`config.mk`:
```
export PLATFORM = sky130hd
export DESIGN_NAME = mem_access_stage
export DESIGN_NICKNAME = d
export VERILOG_FILES = /design/src/rtl/mem_access_stage_pkg.sv /design/src/rtl/mem_access_stage_load_extend.sv /design/src/rtl/mem_access_stage.sv
export SDC_FILE = /design/constraint.sdc
export NUM_CORES = 1
export LEC_CHECK = 0
export ABC_CLOCK_PERIOD_IN_PS = 4700
export CAP_MARGIN = 20
export CORE_MARGIN = 5
export CORE_UTILIZATION = 40
export CTS_CLUSTER_DIAMETER = 120
export CTS_CLUSTER_SIZE = 24
export DETAILED_ROUTE_END_ITERATION = 8
export PLACE_DENSITY = 0.75
export SYNTH_ARGS = -nofsm -noshare
export SYNTH_HDL_FRONTEND = slang
export SYNTH_HIERARCHICAL = 1
export SYNTH_SLANG_ARGS = --single-unit
```
`constraint.sdc`:
```
create_clock -name Clk -period 4.7 [get_ports Clk]
set_clock_uncertainty 0.15 [all_clocks]
set_input_delay 0.705 -clock Clk [delete_from_list [all_inputs] [get_ports Clk]]
set_output_delay 0.705 -clock Clk [all_outputs]
set_load 0.05 [all_outputs]
```
`src/rtl/mem_access_stage_pkg.sv`:
```
// Shared definitions for the memory-access stage: ExtType one-hot bit
// indices, FSM state encoding, SRAM size codes and the request-size helper.
package mem_access_stage_pkg;

  localparam int EXT_W    = 9;
  localparam int EXT_NONE = 0;
  localparam int EXT_LW   = 1;
  localparam int EXT_LH   = 2;
  localparam int EXT_LHU  = 3;
  localparam int EXT_LB   = 4;
  localparam int EXT_LBU  = 5;
  localparam int EXT_LWL  = 6;
  localparam int EXT_LWR  = 7;
  localparam int EXT_RSV  = 8;  // reserved, behaves as LW

  typedef enum logic [1:0] {
    ST_IDLE  = 2'd0,
    ST_ADDR  = 2'd1,
    ST_DATA  = 2'd2,
    ST_DRAIN = 2'd3
  } mem_state_t;

  localparam logic [1:0] SIZE_BYTE = 2'b00;
  localparam logic [1:0] SIZE_HALF = 2'b01;
  localparam logic [1:0] SIZE_WORD = 2'b10;

  // Stores size by strobe count; loads size by extension type.
  // A bubble (no strobes, no ext bit) therefore reads as a word access.
  function automatic logic [1:0] req_size(input logic [3:0]       wstrb,
                                          input logic [EXT_W-1:0] ext);
    logic [1:0] sz;
    sz = SIZE_WORD;
    if (wstrb != 4'b0000) begin
      case (wstrb)
        4'b0001, 4'b0010, 4'b0100, 4'b1000:                   sz = SIZE_BYTE;
        4'b0011, 4'b0101, 4'b0110, 4'b1001, 4'b1010, 4'b1100: sz = SIZE_HALF;
        default:                                              sz = SIZE_WORD;
      endcase
    end else if (ext[EXT_LB] | ext[EXT_LBU]) begin
      sz = SIZE_BYTE;
    end else if (ext[EXT_LH] | ext[EXT_LHU]) begin
      sz = SIZE_HALF;
    end
    return sz;
  endfunction

endpackage

```
`src/rtl/mem_access_stage_load_extend.sv`:
```
// load_extend_unit: combinational load-data formatter. Selects and extends
// the addressed byte/halfword, or (with MEM_UNALIGNED_LWLR_EN defined)
// merges the word with the old rt value for LWL/LWR.
module load_extend_unit
  import mem_access_stage_pkg::*;
(
  input  logic [31:0]      rdata,
  input  logic [1:0]       addr_lo,
  input  logic [EXT_W-1:0] ext_type,
  input  logic [31:0]      rt_old,
  output logic [31:0]      result
);

  logic [7:0]  byte_sel;
  logic [15:0] half_sel;
  logic [31:0] merge_res;
  logic        merge_sel;

  // NONE, LW and reserved all fall through to the raw word.
  logic unused_ext;
  assign unused_ext = ^{ext_type[EXT_RSV], ext_type[EXT_LW], ext_type[EXT_NONE]};

  assign byte_sel = rdata[{addr_lo, 3'b000} +: 8];
  assign half_sel = rdata[{addr_lo[1], 4'b0000} +: 16];

`ifdef MEM_UNALIGNED_LWLR_EN
  // Little-endian LWL fills the upper bytes from the word, LWR the lower ones;
  // the remaining bytes keep the old rt contents.
  assign merge_sel = ext_type[EXT_LWL] | ext_type[EXT_LWR];
  assign merge_res = ext_type[EXT_LWL]
    ? ((rdata << {~addr_lo, 3'b000}) | (rt_old & ~(32'hFFFF_FFFF << {~addr_lo, 3'b000})))
    : ((rdata >> {addr_lo, 3'b000})  | (rt_old & ~(32'hFFFF_FFFF >> {addr_lo, 3'b000})));
`else
  // Without merge support LWL/LWR are plain word loads.
  logic unused_merge;
  assign unused_merge = ^{rt_old, ext_type[EXT_LWL], ext_type[EXT_LWR]};
  assign merge_sel    = 1'b0;
  assign merge_res    = rdata;
`endif

  // Pick the load result by extension type; default is the word as read.
  always_comb begin
    result = rdata;
    if (ext_type[EXT_LB])       result = {{24{byte_sel[7]}}, byte_sel};
    else if (ext_type[EXT_LBU]) result = {24'h0, byte_sel};
    else if (ext_type[EXT_LH])  result = {{16{half_sel[15]}}, half_sel};
    else if (ext_type[EXT_LHU]) result = {16'h0, half_sel};
    else if (merge_sel)         result = merge_res;
  end

endmodule

```
`src/rtl/mem_access_stage.sv`:
```
// mem_access_stage: M pipeline register, one data-SRAM transaction per
// memory instruction, load formatting and the M-stage forwarding bundle.
// Optional feature macro: MEM_UNALIGNED_LWLR_EN (LWL/LWR merge support).
//
// SRAM handshake: data_sram_req is held high with stable request fields
// until a cycle where data_sram_addr_ok is also high (request accepted on
// that edge). Exactly one data_sram_data_ok follows for each accepted
// request; rdata is valid only in the data_ok cycle. data_ok is only
// meaningful in DATA/DRAIN.
module mem_access_stage
  import mem_access_stage_pkg::*;
#(
  parameter int ADDR_W = 32,
  parameter int T_W    = 4
) (
  input  logic              Clk,
  input  logic              Clr,
  input  logic              exp_flush,
  input  logic [31:0]       E_PC,
  input  logic [31:0]       E_Data,
  input  logic [31:0]       E_WriteMemData,
  input  logic [T_W-1:0]    E_T,
  input  logic              E_WriteRegEnable,
  input  logic [4:0]        E_RegId,
  input  logic [EXT_W-1:0]  E_ExtType,
  input  logic [3:0]        E_MemWriteEnable,
  input  logic              E_MemFamily,
  input  logic              E_MemKill,
  output logic              data_sram_req,
  output logic              data_sram_wr,
  output logic [1:0]        data_sram_size,
  output logic [3:0]        data_sram_wstrb,
  output logic [ADDR_W-1:0] data_sram_addr,
  output logic [31:0]       data_sram_wdata,
  input  logic              data_sram_addr_ok,
  input  logic              data_sram_data_ok,
  input  logic [31:0]       data_sram_rdata,
  output logic              dm_stall,
  output logic [31:0]       M_PC,
  output logic [T_W-1:0]    M_T,
  output logic              M_WriteRegEnable,
  output logic [4:0]        M_RegId,
  output logic [31:0]       M_Data,
  output mem_state_t        dbg_state
);

  mem_state_t       state, state_nxt, cap_state;
  logic [31:0]      m_pc, m_data, m_wmd;
  logic [T_W-1:0]   m_t;
  logic             m_wre, m_mem;
  logic [4:0]       m_rid;
  logic [EXT_W-1:0] m_ext;
  logic [3:0]       m_mwe;
  logic [31:0]      req_addr, load_res;
  logic             is_load, load_pending, load_done;

  // M pipeline register: bubble on reset/flush, else capture when not stalled.
  always_ff @(posedge Clk or posedge Clr) begin
    if (Clr) begin
      m_pc  <= '0; m_data <= '0; m_wmd <= '0; m_t   <= '0;
      m_wre <= 1'b0; m_rid <= '0; m_ext <= '0; m_mwe <= '0; m_mem <= 1'b0;
    end else if (exp_flush) begin
      m_pc  <= '0; m_data <= '0; m_wmd <= '0; m_t   <= '0;
      m_wre <= 1'b0; m_rid <= '0; m_ext <= '0; m_mwe <= '0; m_mem <= 1'b0;
    end else if (!dm_stall) begin
      m_pc   <= E_PC;
      m_data <= E_Data;
      m_wmd  <= E_WriteMemData;
      m_t    <= (E_T == '0) ? '0 : E_T - T_W'(1);
      m_wre  <= E_WriteRegEnable;
      m_rid  <= E_RegId;
      m_ext  <= E_ExtType;
      m_mwe  <= E_MemWriteEnable;
      m_mem  <= E_MemFamily;
    end
  end

  // Transaction FSM state register.
  always_ff @(posedge Clk or posedge Clr) begin
    if (Clr) state <= ST_IDLE;
    else     state <= state_nxt;
  end

  // Next state, request and stall. Any edge that captures a new bundle
  // (IDLE, or DATA/DRAIN on data_ok) starts its transaction straight away,
  // so back-to-back memory instructions do not lose a cycle.
  always_comb begin
    state_nxt     = state;
    data_sram_req = 1'b0;
    dm_stall      = 1'b0;
    cap_state     = (E_MemFamily & ~E_MemKill) ? ST_ADDR : ST_IDLE;
    case (state)
      ST_IDLE: begin
        state_nxt = exp_flush ? ST_IDLE : cap_state;
      end
      ST_ADDR: begin
        data_sram_req = ~exp_flush;
        dm_stall      = 1'b1;
        if (exp_flush)              state_nxt = ST_IDLE;
        else if (data_sram_addr_ok) state_nxt = ST_DATA;
      end
      ST_DATA: begin
        if (data_sram_data_ok) begin
          state_nxt = exp_flush ? ST_IDLE : cap_state;
        end else begin
          dm_stall = 1'b1;
          if (exp_flush) state_nxt = ST_DRAIN;
        end
      end
      ST_DRAIN: begin
        if (data_sram_data_ok) state_nxt = exp_flush ? ST_IDLE : cap_state;
        else                   dm_stall  = 1'b1;
      end
      default: state_nxt = ST_IDLE;
    endcase
  end

  // Request fields come straight from the M register, so they stay stable
  // for as long as the stage is stalled.
`ifdef MEM_UNALIGNED_LWLR_EN
  assign req_addr = (m_ext[EXT_LWL] | m_ext[EXT_LWR]) ? {m_data[31:2], 2'b00} : m_data;
`else
  assign req_addr = m_data;
`endif

  assign data_sram_wr    = |m_mwe;
  assign data_sram_wstrb = m_mwe;
  assign data_sram_wdata = m_wmd << {m_data[1:0], 3'b000};
  assign data_sram_size  = req_size(m_mwe, m_ext);
  assign data_sram_addr  = req_addr[ADDR_W-1:0];

  load_extend_unit u_load_extend (
    .rdata    (data_sram_rdata),
    .addr_lo  (m_data[1:0]),
    .ext_type (m_ext),
    .rt_old   (m_wmd),
    .result   (load_res)
  );

  // The load result is presented in the data_ok cycle itself: the M register
  // captures the next bundle on that same edge.
  assign is_load      = m_mem & ~(|m_mwe);
  assign load_done    = is_load & (state == ST_DATA) & data_sram_data_ok;
  assign load_pending = is_load & ((state == ST_ADDR) |
                                   ((state == ST_DATA) & ~data_sram_data_ok));

  assign M_PC             = m_pc;
  assign M_WriteRegEnable = m_wre;
  assign M_RegId          = m_rid;
  assign M_Data           = load_done ? load_res : m_data;
  assign M_T              = (load_pending && m_t == '0) ? T_W'(1) : m_t;
  assign dbg_state        = state;

endmodule
```
==> flow_summary.toml <==
[final_layout]
instances_no_fill = 1299
layout-drive-gt1-share = 0.0959
layout-area-overhead-vs-synth_pct = 52.1
layout.nets = 1227
final_cell_mix = "sky130_fd_sc_hd__clkdlybuf4s50_1, sky130_fd_sc_hd__nand2_1, sky130_fd_sc_hd__a21oi_1"
insertedDiodeCount = 0
layout.cells.most_common = "sky130_fd_sc_hd__clkdlybuf4s50_1"

[clock_network]
postCtsSetupRepairBufs = 0
clkLatencyLatePin_ps = 410
post_cts_hold_buffer_count = 0
max-clock-path-buffers = 2
tritoncts_clock_tree = "yes"
clock_tree.root_cell = "sky130_fd_sc_hd__clkbuf_16"
cts.htree.levels = 4
post_cts.resized_instances = 0
clk_pin_slew_ps = 60
clkSinkCount = 117
cts-buffers-inserted = 17

[drt]
antenna_violating_nets_post_route = 0
first_iteration_detailed_routing_drc_count = 384
detailedRoute.firstPassIterationCount = 5
wire_per_inst_um = 17.7
route.final.wire_length_um = 23000
drc = 0
route.detailed.vias_per_inst = 5.08
route.vias.total = 6595

[synthesis]
synthesis.nets = 961
yosysWarnings = 6
syn_avg_cell_area_um2 = 8.69
synth.cell_area_mm2 = 0.00691
syn-instance-count = 795

[global_routing]
gr-max-usage-layer = "met2"
grt_util_met3 = 0.0593
grt_util_met1 = 0.280
vias_in_the_first_global_route = 6624
grt_pass1_wl_um = 36000
initial_antenna_violation_count = 0
grt_overflow_total = 0
largest_net_degree_at_the_start_of_global_routing = 69
grtUsageTotal = 0.226
grt_use_met2 = 0.384

[floorplanning]
rows = 48
ios = 307
fp.dieW_um = 141
floorplan.initialDensity = 0.404
die_footprint_mm2 = 0.0200
fp.dieH_um = 141
fp.coreArea_mm2 = 0.0171

[timing]
report.final.setup_viol = 0
fmax_mhz = 244
period_needed_ps = 4100
tightest_slew_ps = 924
finalHoldViolations = 0
slew_violations = 0
fin_tns_setup_ps = 0
final_min_period_over_clock_period = 0.872
setup_repair_after_global_routing_missed_its_margin = "no"
max-slew-margin-rel = 0.383

[placement]
detailed_place_hpwl_um = 16700
globalplace.congestion = 0.843
port_buffers = 301
post-place-cells = 1267

[setup_path]
crit_path_start_kind = "register"
worst_ep_required_time_ps = 3850
cp_max_fo = 14
worst-endpoint-arrival_ps = 3240
crit_type = "register to output pin"
crit_path_end_kind = "output pin"

[power_and_ir_drop]
power.internal_mw = 2.61
power.static_leakage_nw = 4.56
relative_contribution_of_the_clock_network_to_total_power = 0.311
seq_power_share = 0.285
p_comb_frac = 0.404
power_density_mw_per_mm2 = 412
power.ir.vdd_worst_v = 0.000263
power.net_switching_mw = 1.72
netSwitchingFraction = 0.397

[run]
timing.max_cap.violations = 0

[outcome]
run_status = "finished, final reports clean"

[min_path]
min_path_type = "register to register"
[through the flow]
stage	setup WS (ps)	power, mW	utilization	hold slack (ps)	area [um^2]
after floorplan	744	2.42	-	334	6910
after global placement	668	2.99	0.578	347	9890
after detailed placement	673	3.01	0.578	359	9890
after CTS	566	4.37	0.614	365	10500
after global routing	462	4.53	0.614	375	10500
final	602	4.33	0.614	364	10500
[sequential cells by signal, indices dropped and copies added (netlist names)]
name and cells:
M_PC 32, M_RegId 5, M_WriteRegEnable 1, data_sram_addr 32
data_sram_wstrb 4, dbg_state 2, m_ext 4, m_mem 1
m_t 4, m_wmd 32
[area by class of cell]
type / count / area [um^2]
Clock buffer: 19 / 443
Inverter: 13 / 53.8
Multi-Input combinational cell: 600 / 3510
Tap cell: 225 / 282
Timing Repair Buffer: 312 / 3120
Sequential cell: 117 / 2930
Fill cell: 1525 / 6610
Clock inverter: 13 / 174
[worst paths after layout]
| check | slack, ps | cells after the start | to | from |
|---|---|---|---|---|
| max in group asynchronous | 2990 | 3 | m_ext[3] | Clr |
| worst max-delay path | 600 | 8 | M_Data[31] | data_sram_wstrb[0] |
| worst max register to register | 2140 | 7 | m_t[0] | dbg_state[1] |
| min in group asynchronous | 600 | 2 | M_RegId[4] | Clr |
| worst min register to register | 360 | 2 | m_wmd[24] | m_wmd[24] |
| worst min-delay path | 360 | 2 | m_wmd[24] | m_wmd[24] |
[worst max-delay path, stage by stage, from the launching register on]
cell	delay [ps]
sky130_fd_sc_hd__dfrtp_1	410
sky130_fd_sc_hd__inv_1	100
sky130_fd_sc_hd__ha_1	210
sky130_fd_sc_hd__nor3b_4	340
sky130_fd_sc_hd__inv_2	120
sky130_fd_sc_hd__nor2_8	370
sky130_fd_sc_hd__buf_12	230
sky130_fd_sc_hd__mux2_2	340
sky130_fd_sc_hd__clkdlybuf4s50_1	700
[power by group through the flow]
stage	registers (mW)	logic, mW	clock network, mW
2_1_floorplan	1.47	0.952	0
3_3_place_gp	1.24	1.74	0
3_5_place_dp	1.25	1.76	0
4_1_cts	1.23	1.76	1.37
5_1_grt	1.25	1.86	1.42
6_report	1.23	1.75	1.34
[routing by layer]
metal,part of all wire,vias to the layer above
li1,-,3222
met1,0.40,3108
met2,0.49,226
met3,0.085,39
met4,0.024,0
met5,0,-
Note: power is estimated with default switching activity, not from simulation.
